File: config.mk
export PLATFORM = sky130hd
export DESIGN_NAME = control_unit
export DESIGN_NICKNAME = d
export VERILOG_FILES = /design/src/rtl/control_unit.sv
export SDC_FILE = /design/constraint.sdc
export NUM_CORES = 1
export LEC_CHECK = 0
export CAP_MARGIN = 10
export CELL_PAD_IN_SITES_DETAIL_PLACEMENT = 0
export CELL_PAD_IN_SITES_GLOBAL_PLACEMENT = 1
export CORE_ASPECT_RATIO = 0.9
export CORE_MARGIN = 2
export CORE_UTILIZATION = 35
export DETAILED_ROUTE_END_ITERATION = 10
export PLACE_DENSITY = 0.78
export SYNTH_ARGS = -nofsm -noshare
export SYNTH_HDL_FRONTEND = slang
export SYNTH_SLANG_ARGS = --single-unit
File: constraint.sdc
create_clock -name clk -period 3.3 [get_ports clk]
set_input_delay 0.825 -clock clk [delete_from_list [all_inputs] [get_ports clk]]
set_output_delay 0.825 -clock clk [all_outputs]
set_load 0.02 [all_outputs]
File: src/rtl/control_unit.sv
`default_nettype none
// ============================================================================
// Module   : control_unit
// Purpose  : Fetch/decode/execute sequencer driving a registered control word.
// Revision : 1.0 - initial release
// ============================================================================
module control_unit #(
  parameter int FETCH_WAIT = 1
) (
  input  logic       clk,
  input  logic       reset,
  input  logic       start,
  input  logic [7:0] instr,
  input  logic       z,
  output logic [8:0] ctrlsig,
  output logic       iram_read,
  output logic       pc_inc,
  output logic       pc_reset,
  output logic       ir_we,
  output logic       dr_we,
  output logic       busy,
  output logic       halted,
  output logic       illegal,
  output logic       zero_flag
);

  typedef enum logic [2:0] {
    S_IDLE   = 3'd0,
    S_FETCH  = 3'd1,
    S_LOAD   = 3'd2,
    S_DECODE = 3'd3,
    S_EXEC1  = 3'd4,
    S_EXEC2  = 3'd5,
    S_HALT   = 3'd6
  } state_t;

  localparam logic [2:0] c_WAIT_LAST = 3'(FETCH_WAIT - 1);
  localparam logic [4:0] c_OP_NOP    = 5'b00000;
  localparam logic [4:0] c_OP_LDAC   = 5'b00001;
  localparam logic [4:0] c_OP_STAC   = 5'b00010;
  localparam logic [4:0] c_OP_INCR   = 5'b00011;
  localparam logic [4:0] c_OP_RSTR   = 5'b00100;
  localparam logic [4:0] c_OP_HALT   = 5'b11111;

  state_t     r_state;
  logic [2:0] r_wait_cnt;
  logic [7:0] r_ir;
  logic       r_rst_done;

  state_t     w_next;
  logic [2:0] w_cnt_next;
  logic [7:0] w_ir;
  logic [8:0] w_ctrl;
  logic       w_iram;
  logic       w_load;
  logic       w_busy;
  logic       w_halted;
  logic       w_illegal;
  logic       w_zf;
  logic [4:0] w_op;
  logic       w_alu_class;
  logic       w_unused_operand;

  assign w_op             = r_ir[7:3];
  assign w_alu_class      = (w_op[4:3] == 2'b01);
  assign w_unused_operand = ^r_ir[2:0];

  always_comb begin
    w_next     = r_state;
    w_cnt_next = 3'd0;
    w_ir       = r_ir;
    w_zf       = zero_flag;
    w_ctrl     = 9'd0;
    w_iram     = 1'b0;
    w_load     = 1'b0;
    w_busy     = 1'b0;
    w_halted   = 1'b0;
    w_illegal  = 1'b0;

    case (r_state)
      // start is ignored on the pc_reset cycle straight after reset release
      S_IDLE:   if (r_rst_done && start) w_next = S_FETCH;
      S_FETCH: begin
        if (r_wait_cnt == c_WAIT_LAST) w_next = S_LOAD;
        else                           w_cnt_next = r_wait_cnt + 3'd1;
      end
      S_LOAD: begin
        w_next = S_DECODE;
        w_ir   = instr;
      end
      S_DECODE: w_next = (w_op == c_OP_HALT) ? S_HALT : S_EXEC1;
      S_EXEC1:  w_next = w_alu_class ? S_EXEC2 : S_FETCH;
      S_EXEC2: begin
        w_next = S_FETCH;
        w_zf   = z;
      end
      S_HALT:   if (!start) w_next = S_IDLE;
      default:  w_next = S_IDLE;
    endcase

    // Outputs are decoded from the state being entered so they line up with it.
    case (w_next)
      S_FETCH: begin
        w_iram = 1'b1;
        w_busy = 1'b1;
      end
      S_LOAD: begin
        w_load = 1'b1;
        w_busy = 1'b1;
      end
      S_DECODE: w_busy = 1'b1;
      S_EXEC1: begin
        w_busy = 1'b1;
        case (w_op)
          c_OP_NOP:  w_ctrl = 9'b000_000_000;
          c_OP_LDAC: w_ctrl = 9'b100_000_011;
          c_OP_STAC: w_ctrl = 9'b001_000_000;
          c_OP_INCR: w_ctrl = 9'b010_000_000;
          c_OP_RSTR: w_ctrl = 9'b011_000_000;
          default: begin
            if (w_alu_class) w_ctrl = {3'b100, w_op[2:0], 3'b001};
            else             w_illegal = 1'b1;
          end
        endcase
      end
      S_EXEC2: begin
        w_busy = 1'b1;
        w_ctrl = {3'b000, w_op[2:0], 3'b100};
      end
      S_HALT:  w_halted = 1'b1;
      default: w_busy = 1'b0;
    endcase
  end

  always_ff @(posedge clk or posedge reset) begin
    if (reset) begin
      r_state    <= S_IDLE;
      r_wait_cnt <= 3'd0;
      r_ir       <= 8'd0;
      r_rst_done <= 1'b0;
      ctrlsig    <= 9'd0;
      iram_read  <= 1'b0;
      pc_inc     <= 1'b0;
      pc_reset   <= 1'b0;
      ir_we      <= 1'b0;
      dr_we      <= 1'b0;
      busy       <= 1'b0;
      halted     <= 1'b0;
      illegal    <= 1'b0;
      zero_flag  <= 1'b0;
    end else begin
      r_state    <= w_next;
      r_wait_cnt <= w_cnt_next;
      r_ir       <= w_ir;
      r_rst_done <= 1'b1;
      ctrlsig    <= w_ctrl;
      iram_read  <= w_iram;
      pc_inc     <= w_load;
      pc_reset   <= ~r_rst_done;
      ir_we      <= w_load;
      dr_we      <= w_load;
      busy       <= w_busy;
      halted     <= w_halted;
      illegal    <= w_illegal;
      zero_flag  <= w_zf;
    end
  end

endmodule
`default_nettype wire

==> impl_metrics.csv, run 1 <==
group,metric,value,unit
clock_network,cts_hold_buffers,0,
global_route,met1_usage,15.69,%
yosys,synth_seq_cells,27,
yosys,synth_edf_count,0,
timing,finalHoldViolCount,0,
timing,setup_viol,0,
setup_path,path_class,"register to output pin",
yosys,syn-num-nets,118,
yosys,ys_seq_area_share,56.72,%
global_route,grt_busiest_layer,"met2",
yosys,ys.flop_type,"dfrtp_1",
global_route,use_met2,17.49,%
clock_network,insertion_delay,0.26,ns
drt,first_pass_iters,4,
drt,vias_per_cell,4.733,
die,die_h,59.35,microns
clock_network,clockBufferDepth,2,
setup_path,cp_slowest_stage_delay,0.61,ns
yosys,ys_warn_count,0,
job,max-cap-violations,0,
setup_path,path_depth,1,
setup_path,path_buf_inv,1,
clock_network,cts_resized,0,
global_route,grt_use_total,11.49,%
power_and_ir_drop,p_leak,0.6378,nW
setup_path,worst_path_max_delay_cell,"clkdlybuf4s50_1",
layout,layout-area-overhead-vs-synth,26.89,%
drt,ant_nets,0,
yosys,synth_cell_types,40,
layout,fillers,315,
yosys,synth_area_per_cell,11.45,sq um
global_route,grt_max_degree,28,
yosys,synth_area_leaders,"dfrtp_1 (57%), mux2_2 (3.8%), buf_4 (3.2%)",
global_route,overflow,0,
setup_path,critical_path_required,2.47,ns
placement,dp_hpwl,1447,microns
setup_path,worstPathCellList,"clkdlybuf4s50_1",
power_and_ir_drop,switching_share,37.00,%
drt,route.detailed.drc,0,
drt,drt-initial-drc-count,13,
clock_network,cts-root-buf,"clkbuf_8",
timing,rsz0062_at_grt,"false",
yosys,syn_inst,104,
clock_network,htreeDepth,1,
yosys,yosys.area.top_type,"dfrtp_1",
clock_network,cts_setup_buffers,0,
timing,max_freq,0.4844,GHz
layout,fin_nets,143,
drt,wl_per_cell,11.30,microns
setup_path,cp_top_family,"buffers and inverters",
drt,wl,1943,microns
setup_path,worstPathMaxFanout,3,
min_path,holdPathStages,1,
min_path,hold_class,"register to register",
power_and_ir_drop,pwr-share-comb,39.1,%
setup_path,critPathLaunchType,"register",
power_and_ir_drop,pwr-share-clk,14.8,%
power_and_ir_drop,power.internal,0.0007555,W
outcome,status,"completed",
timing,tightest_slew,0.5457,ns
timing,tns,0,ns
power_and_ir_drop,switching_power,0.0004437,W
layout,diodes,0,
timing,slew_headroom,63.53,%
timing,fin_skew,0.001341,ns
die,die_area,3887,sq um
die,start_util,35.79,%
setup_path,endpoint_kind,"output pin",
power_and_ir_drop,power_density,793.4,nW/um^2
power_and_ir_drop,peakVddDrop,0.0004090,V
drt,vias,814,
die,core-area,3328,sq um
timing,slew_viol_final,0,
clock_network,tritoncts,"built",
placement,portBuffers,26,
global_route,grt_pass1_vias,771,
die,rows,20,
clock_network,clk_pin_slew_worst_paths,0.08,ns
yosys,ys_async_sr_fraction,100.0,%
clock_network,cts_buffers,3,
global_route,antenna_found_initial,0,
power_and_ir_drop,power.total,0.001199,W
global_route,met3_usage,2.281,%
setup_path,reg2reg_depth,5,
power_and_ir_drop,sequentialPowerShare,46.0,%
die,die-width,65.50,microns
clock_network,clock-sinks,27,
yosys,netlist.area_leader.share,56.72,%
die,io_pins,30,
timing,fin_crit,2.064,ns
yosys,synth_area,1191,sq um
timing,finalCritPeriodShare,62.56,%
setup_path,cp.arrival,1.24,ns
layout,drive_gt1_share,9.375,%
placement,gp_congestion,0.7131,
global_route,grt_pass1_wl,3339,microns
[kinds of logic after synthesis]
kind of cell	after synthesis	share of synthesized area (%)
flops	27	56.72
other cells	1	0.3148
xor+xnor	1	0.7354
fa+ha+maj	2	2.101
buf+inv	13	5.882
compound gates	16	9.139
mux	7	6.512
simple gates	37	18.59
[cell type report]
type	instances	area, sq um	share of cell area, %
inverter	6	22.52	1.490
timing repair buffer	27	267.8	17.72
tap	44	55.05	3.642
sequential	27	675.6	44.70
multi-input combinational	64	445.4	29.47
clock buffer	4	45.04	2.980
[path summary, 6_finish.rpt]
kind / startpoint / to / slack [ns]
max in group asynchronous: reset / r_wait_cnt[1] / 2.12
worst min register to register: r_rst_done / pc_reset / 0.42
worst min-delay path: r_rst_done / pc_reset / 0.42
worst max register to register: r_wait_cnt[0] / iram_read / 1.77
min in group asynchronous: reset / dr_we / 0.92
worst max-delay path: dr_we / ir_we / 1.24
[placed cells by master, fill, tap and decap left out, types with 2 or more instances in the layout]
master,Yosys,final
clkbuf_8,0,3
nor3b_1,2,2
nor2_1,8,8
nand3b_1,3,3
and2_1,3,3
nor2b_1,2,2
dfrtp_1,27,27
clkdlybuf4s50_1,0,26
inv_1,5,5
nand2_1,5,5
ha_1,2,2
a21oi_1,4,4
or3b_1,2,2
o22ai_1,2,2
nor3_1,2,2
mux2_1,2,2
mux2_2,4,4
nand2b_1,3,3
[cell usage after synthesis, types with 2 or more instances]
cell type,n
a21oi_1,4
mux2_2,4
nor3b_1,2
and2_1,3
mux2_1,2
nor2_1,8
ha_1,2
inv_1,5
o22ai_1,2
dfrtp_1,27
nor2b_1,2
nor3_1,2
nand2b_1,3
or3b_1,2
buf_4,5
nand3b_1,3
nand2_1,5
[routing by layer]
layer  routed length (microns)  share of wire [%]
met1                       942                 48
met2                       897                 46
met3                        93                4.8
met4                        10               0.51
met5                         0                  0
[power by group through the flow]
stage / Combinational [W] / Sequential, W / Clock [W]
floorplan: 0.000358 / 0.000537 / 0
global placement: 0.000467 / 0.000555 / 0
detailed placement: 0.000474 / 0.000559 / 0
CTS: 0.000476 / 0.000553 / 0.000183
global route: 0.000521 / 0.000572 / 0.000200
finish: 0.000469 / 0.000552 / 0.000178
[registers in the layout, summed over array words and instances, names as in the netlist, 3 cells and up]
signal      flops
r_state         3
r_ir            5
r_wait_cnt      3
ctrlsig         8
[metrics by stage]
stage	util (%)	instances	cell area, sq um	setup slack [ns]	hold slack [ns]
after CTS	45.41	172	1511	1.215	0.4283
after global routing	45.41	172	1511	1.183	0.4533
after floorplan	-	104	1191	1.733	0.3940
final	45.41	172	1511	1.236	0.4222
after global placement	44.06	168	1466	1.122	0.4182
after detailed placement	44.06	168	1466	1.068	0.4136
Note: power is estimated with default switching activity, not from simulation.
==> run 2: changes to the inputs <==
==> constraint.sdc (replaced) <==
create_clock -name clk -period 2 [get_ports clk]
set_input_delay 0.5 -clock clk [delete_from_list [all_inputs] [get_ports clk]]
set_output_delay 0.5 -clock clk [all_outputs]
set_load 0.02 [all_outputs]
==> run 2 against run 1 <==
  * Setup slack worse by 0.98 ns
  * Clock skew increased by 0.0014 ns
  * Sequential power rose by 66%
  * Largest cell class unchanged
==> impl_metrics.csv, run 2 (same netlist as run 1, synthesis figures left out) <==
group,metric,value,unit
outcome,status,"completed",
layout,largest_register_ffs,8,
global_route,antenna_found_initial,0,
setup_path,worstPathMaxFanout,3,
drt,ant_nets,0,
layout,layout-area-overhead-vs-synth,26.89,%
die,die-width,65.50,microns
layout,fin_nets,143,
clock_network,htreeDepth,1,
clock_network,tritoncts,"built",
global_route,grt_pass1_wl,3167,microns
placement,place_inst,168,
die,rows,20,
setup_path,path_buf_inv,1,
placement,gp_congestion,0.7066,
die,die_area,3887,sq um
layout,diodes,0,
setup_path,worst_path_max_delay_cell,"clkdlybuf4s50_1",
setup_path,critPathLaunchType,"register",
timing,finalCritPeriodShare,87.14,%
drt,wl_per_cell,11.35,microns
setup_path,reg2reg_depth,5,
timing,tightest_slew,0.5208,ns
setup_path,worstPathCellList,"clkdlybuf4s50_1",
clock_network,cts-root-buf,"clkbuf_8",
placement,portBuffers,26,
power_and_ir_drop,power_density,1311,nW/um^2
global_route,grt_max_degree,28,
die,io_pins,30,
drt,vias,776,
layout,final_common_cell,"dfrtp_1",
setup_path,path_depth,1,
layout,stdcell_area,1511,sq um
timing,max_freq,0.5738,GHz
timing,fin_skew,0.002731,ns
clock_network,clock-sinks,27,
layout,top_regs,"ctrlsig (8), r_ir (5)",
layout,drive_gt1_share,9.375,%
clock_network,cts_resized,0,
min_path,holdPathStages,1,
global_route,grt_pass1_vias,719,
power_and_ir_drop,power.total,0.001982,W
setup_path,critical_path_required,1.50,ns
timing,rsz0062_at_grt,"false",
global_route,overflow,0,
setup_path,cp_top_family,"buffers and inverters",
layout,fillers,316,
layout,largest_register,"ctrlsig",
power_and_ir_drop,p_leak,0.6378,nW
global_route,grt_use_total,10.56,%
clock_network,cts_setup_buffers,0,
drt,first_pass_iters,4,
timing,finalHoldViolCount,0,
drt,route.detailed.drc,0,
timing,slew_viol_final,0,
setup_path,endpoint_kind,"output pin",
job,max-cap-violations,0,
timing,tns,0,ns
placement,dp_hpwl,1420,microns
drt,vias_per_cell,4.512,
layout,mostFrequentLayoutCells,"dfrtp_1 (27), clkdlybuf4s50_1 (26), nor2_1 (8)",
timing,slew_headroom,65.20,%
die,core-area,3328,sq um
die,die_h,59.35,microns
clock_network,cts_buffers,3,
setup_path,cp_slowest_stage_delay,0.61,ns
setup_path,path_class,"register to output pin",
clock_network,clk_pin_slew_worst_paths,0.08,ns
power_and_ir_drop,peakVddDrop,0.0005811,V
clock_network,clockBufferDepth,2,
layout,final_cells,172,
timing,fin_crit,1.743,ns
setup_path,cp.arrival,1.24,ns
drt,drt-initial-drc-count,11,
min_path,hold_class,"register to register",
die,start_util,35.79,%
placement,placed_cell_area,1466,sq um
clock_network,cts_hold_buffers,0,
clock_network,insertion_delay,0.26,ns
layout,final_core_util,45.41,%
drt,wl,1952,microns
timing,setup_viol,0,
## run 2: metal layers
metal  share of wire, %  global-route usage, %  wire length [microns]
met4                  0                  3.571                      0
met3                4.3                  2.281                     84
met5                  0                      0                      0
met1                 53                  15.13                   1028
met2                 43                  16.03                    839
## run 2: cell type report
cell class / count / area [sq um] / share of cell area, %
Tap cell: 44 / 55.05 / 3.642
Inverter: 6 / 22.52 / 1.490
Timing Repair Buffer: 27 / 267.8 / 17.72
Clock buffer: 4 / 45.04 / 2.980
Multi-Input combinational cell: 64 / 445.4 / 29.47
Sequential cell: 27 / 675.6 / 44.70
## run 2: power by group
group          switching (W)  internal, W
logic               0.000361     0.000410
clock network       0.000151     0.000142
registers           0.000223     0.000694
total               0.000736      0.00125
## run 2: final timing paths
path / startpoint / to / slack (ns)
min in group asynchronous: reset / ctrlsig[4] / 0.60
max reg2reg: r_wait_cnt[0] / iram_read / 0.48
min reg2reg: r_rst_done / pc_reset / 0.43
max in group asynchronous: reset / ctrlsig[6] / 1.15
min: r_rst_done / pc_reset / 0.43
max: dr_we / dr_we / 0.26
## run 2: per-stage QoR
step / setup WS, ns / hold slack, ns
after CTS: 0.2356 / 0.4418
final: 0.2572 / 0.4326
after detailed placement: 0.1477 / 0.4270
after global routing: 0.1986 / 0.4688
after global placement: 0.1765 / 0.4175
after floorplan: 0.6587 / 0.3940
==> run 3: changes to the inputs <==
==> constraint.sdc (replaced) <==
create_clock -name clk -period 2.1 [get_ports clk]
set_input_delay 0.525 -clock clk [delete_from_list [all_inputs] [get_ports clk]]
set_output_delay 0.525 -clock clk [all_outputs]
set_load 0.02 [all_outputs]
==> run 3 against run 2 <==
  * Global-route usage grew 1.4 points
  * Setup slack better by 0.075 ns
  * Cell area hardly changed
  * Sequential power is 5.2% lower
  * Sequential share of layout area about the same
  * Clock-buffer cell count down 1
  * Critical endpoint is now ir_we
  * Largest power group unchanged
==> impl_metrics.csv, run 3 (same netlist as run 1, synthesis figures left out) <==
group,metric,value,unit
min_path,holdPathStages,1,
setup_path,cp_slowest_stage_delay,0.61,ns
timing,fin_skew,0.0008353,ns
die,io_pins,30,
timing,finalHoldViolCount,0,
drt,wl_per_cell,11.60,microns
min_path,hold_class,"register to register",
setup_path,reg2reg_depth,3,
power_and_ir_drop,switching_share,37.62,%
layout,diodes,0,
placement,dp_hpwl,1470,microns
drt,route.detailed.drc,0,
die,core-area,3328,sq um
power_and_ir_drop,p_leak,0.6405,nW
setup_path,worstPathCellList,"clkdlybuf4s50_1",
global_route,overflow,0,
power_and_ir_drop,power.internal,0.001185,W
drt,drt-initial-drc-count,17,
setup_path,critical_path_required,1.57,ns
clock_network,clk_pin_slew_worst_paths,0.09,ns
die,die-width,65.50,microns
global_route,grt_pass1_wl,3567,microns
layout,largest_register,"ctrlsig",
die,start_util,35.79,%
clock_network,cts-root-buf,"clkbuf_8",
timing,slew_headroom,61.15,%
global_route,grt_busiest_layer,"met2",
setup_path,endpoint_kind,"output pin",
setup_path,worstPathMaxFanout,3,
clock_network,cts_hold_buffers,0,
global_route,grt_use_total,11.99,%
power_and_ir_drop,power_density,1255,nW/um^2
timing,slew_viol_final,0,
outcome,status,"completed",
setup_path,cp_top_family,"buffers and inverters",
placement,portBuffers,26,
timing,finalCritPeriodShare,84.20,%
global_route,met1_usage,16.67,%
layout,final_common_cell,"dfrtp_1",
timing,tns,0,ns
die,die_area,3887,sq um
power_and_ir_drop,pwr-share-comb,39.2,%
layout,fillers,310,
clock_network,clockBufferDepth,2,
power_and_ir_drop,sequentialPowerShare,45.8,%
placement,gp_congestion,0.7175,
clock_network,cts_setup_buffers,0,
drt,vias_per_cell,4.674,
layout,seq_area,675.6,sq um
layout,largest_register_ffs,8,
global_route,met3_usage,2.281,%
layout,fin_nets,143,
global_route,antenna_found_initial,0,
timing,fin_crit,1.768,ns
clock_network,cts_resized,0,
power_and_ir_drop,peakVddDrop,0.0005583,V
drt,vias,804,
die,die_h,59.35,microns
setup_path,path_depth,1,
clock_network,cts_buffers,3,
setup_path,critPathLaunchType,"register",
layout,top_regs,"ctrlsig (8), r_ir (5)",
setup_path,path_class,"register to output pin",
global_route,use_met2,18.80,%
setup_path,worst_path_max_delay_cell,"clkdlybuf4s50_1",
global_route,grt_pass1_vias,819,
timing,max_freq,0.5655,GHz
setup_path,cp.arrival,1.24,ns
power_and_ir_drop,pwr-share-clk,15.1,%
setup_path,path_buf_inv,1,
timing,tightest_slew,0.5813,ns
drt,ant_nets,0,
layout,stdcell_area,1513,sq um
layout,mostFrequentLayoutCells,"dfrtp_1 (27), clkdlybuf4s50_1 (26), nor2_1 (8)",
clock_network,insertion_delay,0.26,ns
drt,wl,1996,microns
layout,layout-area-overhead-vs-synth,27.00,%
clock_network,clock-sinks,27,
drt,first_pass_iters,4,
timing,rsz0062_at_grt,"false",
global_route,grt_max_degree,28,
clock_network,tritoncts,"built",
timing,hold_slack,0.4266,ns
die,rows,20,
layout,drive_gt1_share,10.16,%
power_and_ir_drop,switching_power,0.0007144,W
clock_network,htreeDepth,1,
placement,placed_cell_area,1466,sq um
layout,multi_input_area,445.4,sq um
job,max-cap-violations,0,
timing,setup_viol,0,
-- run 3: per-stage QoR --
step	total power, W	setup WS [ns]	std cells	utilization [%]
after detailed placement	0.001626	0.2088	168	44.06
final	0.001899	0.3318	172	45.45
after global placement	0.001607	0.2476	168	44.06
after CTS	0.001911	0.3137	172	45.45
after global routing	0.002039	0.2737	172	45.45
after floorplan	0.001406	0.7587	104	-
-- run 3: worst paths after layout --
check / startpoint / end / slack [ns]
min in group asynchronous: reset / ctrlsig[1] / 0.62
worst min register to register: r_rst_done / pc_reset / 0.43
max in group asynchronous: reset / ctrlsig[2] / 1.23
worst max register to register: r_state[0] / iram_read / 0.58
worst min-delay path: r_rst_done / pc_reset / 0.43
worst max-delay path: dr_we / ir_we / 0.33
-- run 3: layer usage --
metal | part of all wire [%] | routed length [microns]
met1 | 51 | 1017
met2 | 45 | 900
met3 | 3.4 | 67
met4 | 0.50 | 10
met5 | 0 | 0
-- run 3: power by group through the flow --
stage | Clock, W | Sequential (W) | Combinational (W)
final | 0.000286 | 0.000869 | 0.000744
after global routing | 0.000317 | 0.000900 | 0.000822
after CTS | 0.000294 | 0.000866 | 0.000751
after detailed placement | 0 | 0.000877 | 0.000749
after global placement | 0 | 0.000874 | 0.000733
after floorplan | 0 | 0.000844 | 0.000562
-- run 3: final cells by class --
class                      instances  area share [%]
timing repair buffer              27           17.70
tap                               44           3.639
clock buffer                       3           2.730
sequential                        27           44.67
clock inverter                     1          0.3309
multi-input combinational         64           29.45
inverter                           6           1.489
-- run 3: worst reg2reg max path: cells and delay by family, from the launching register on --
kind	cells	cell delay [ns]
flip-flops	1	0.58
AND/OR/NAND/NOR	1	0.47
AO/OA/AOI/OAI	2	0.32
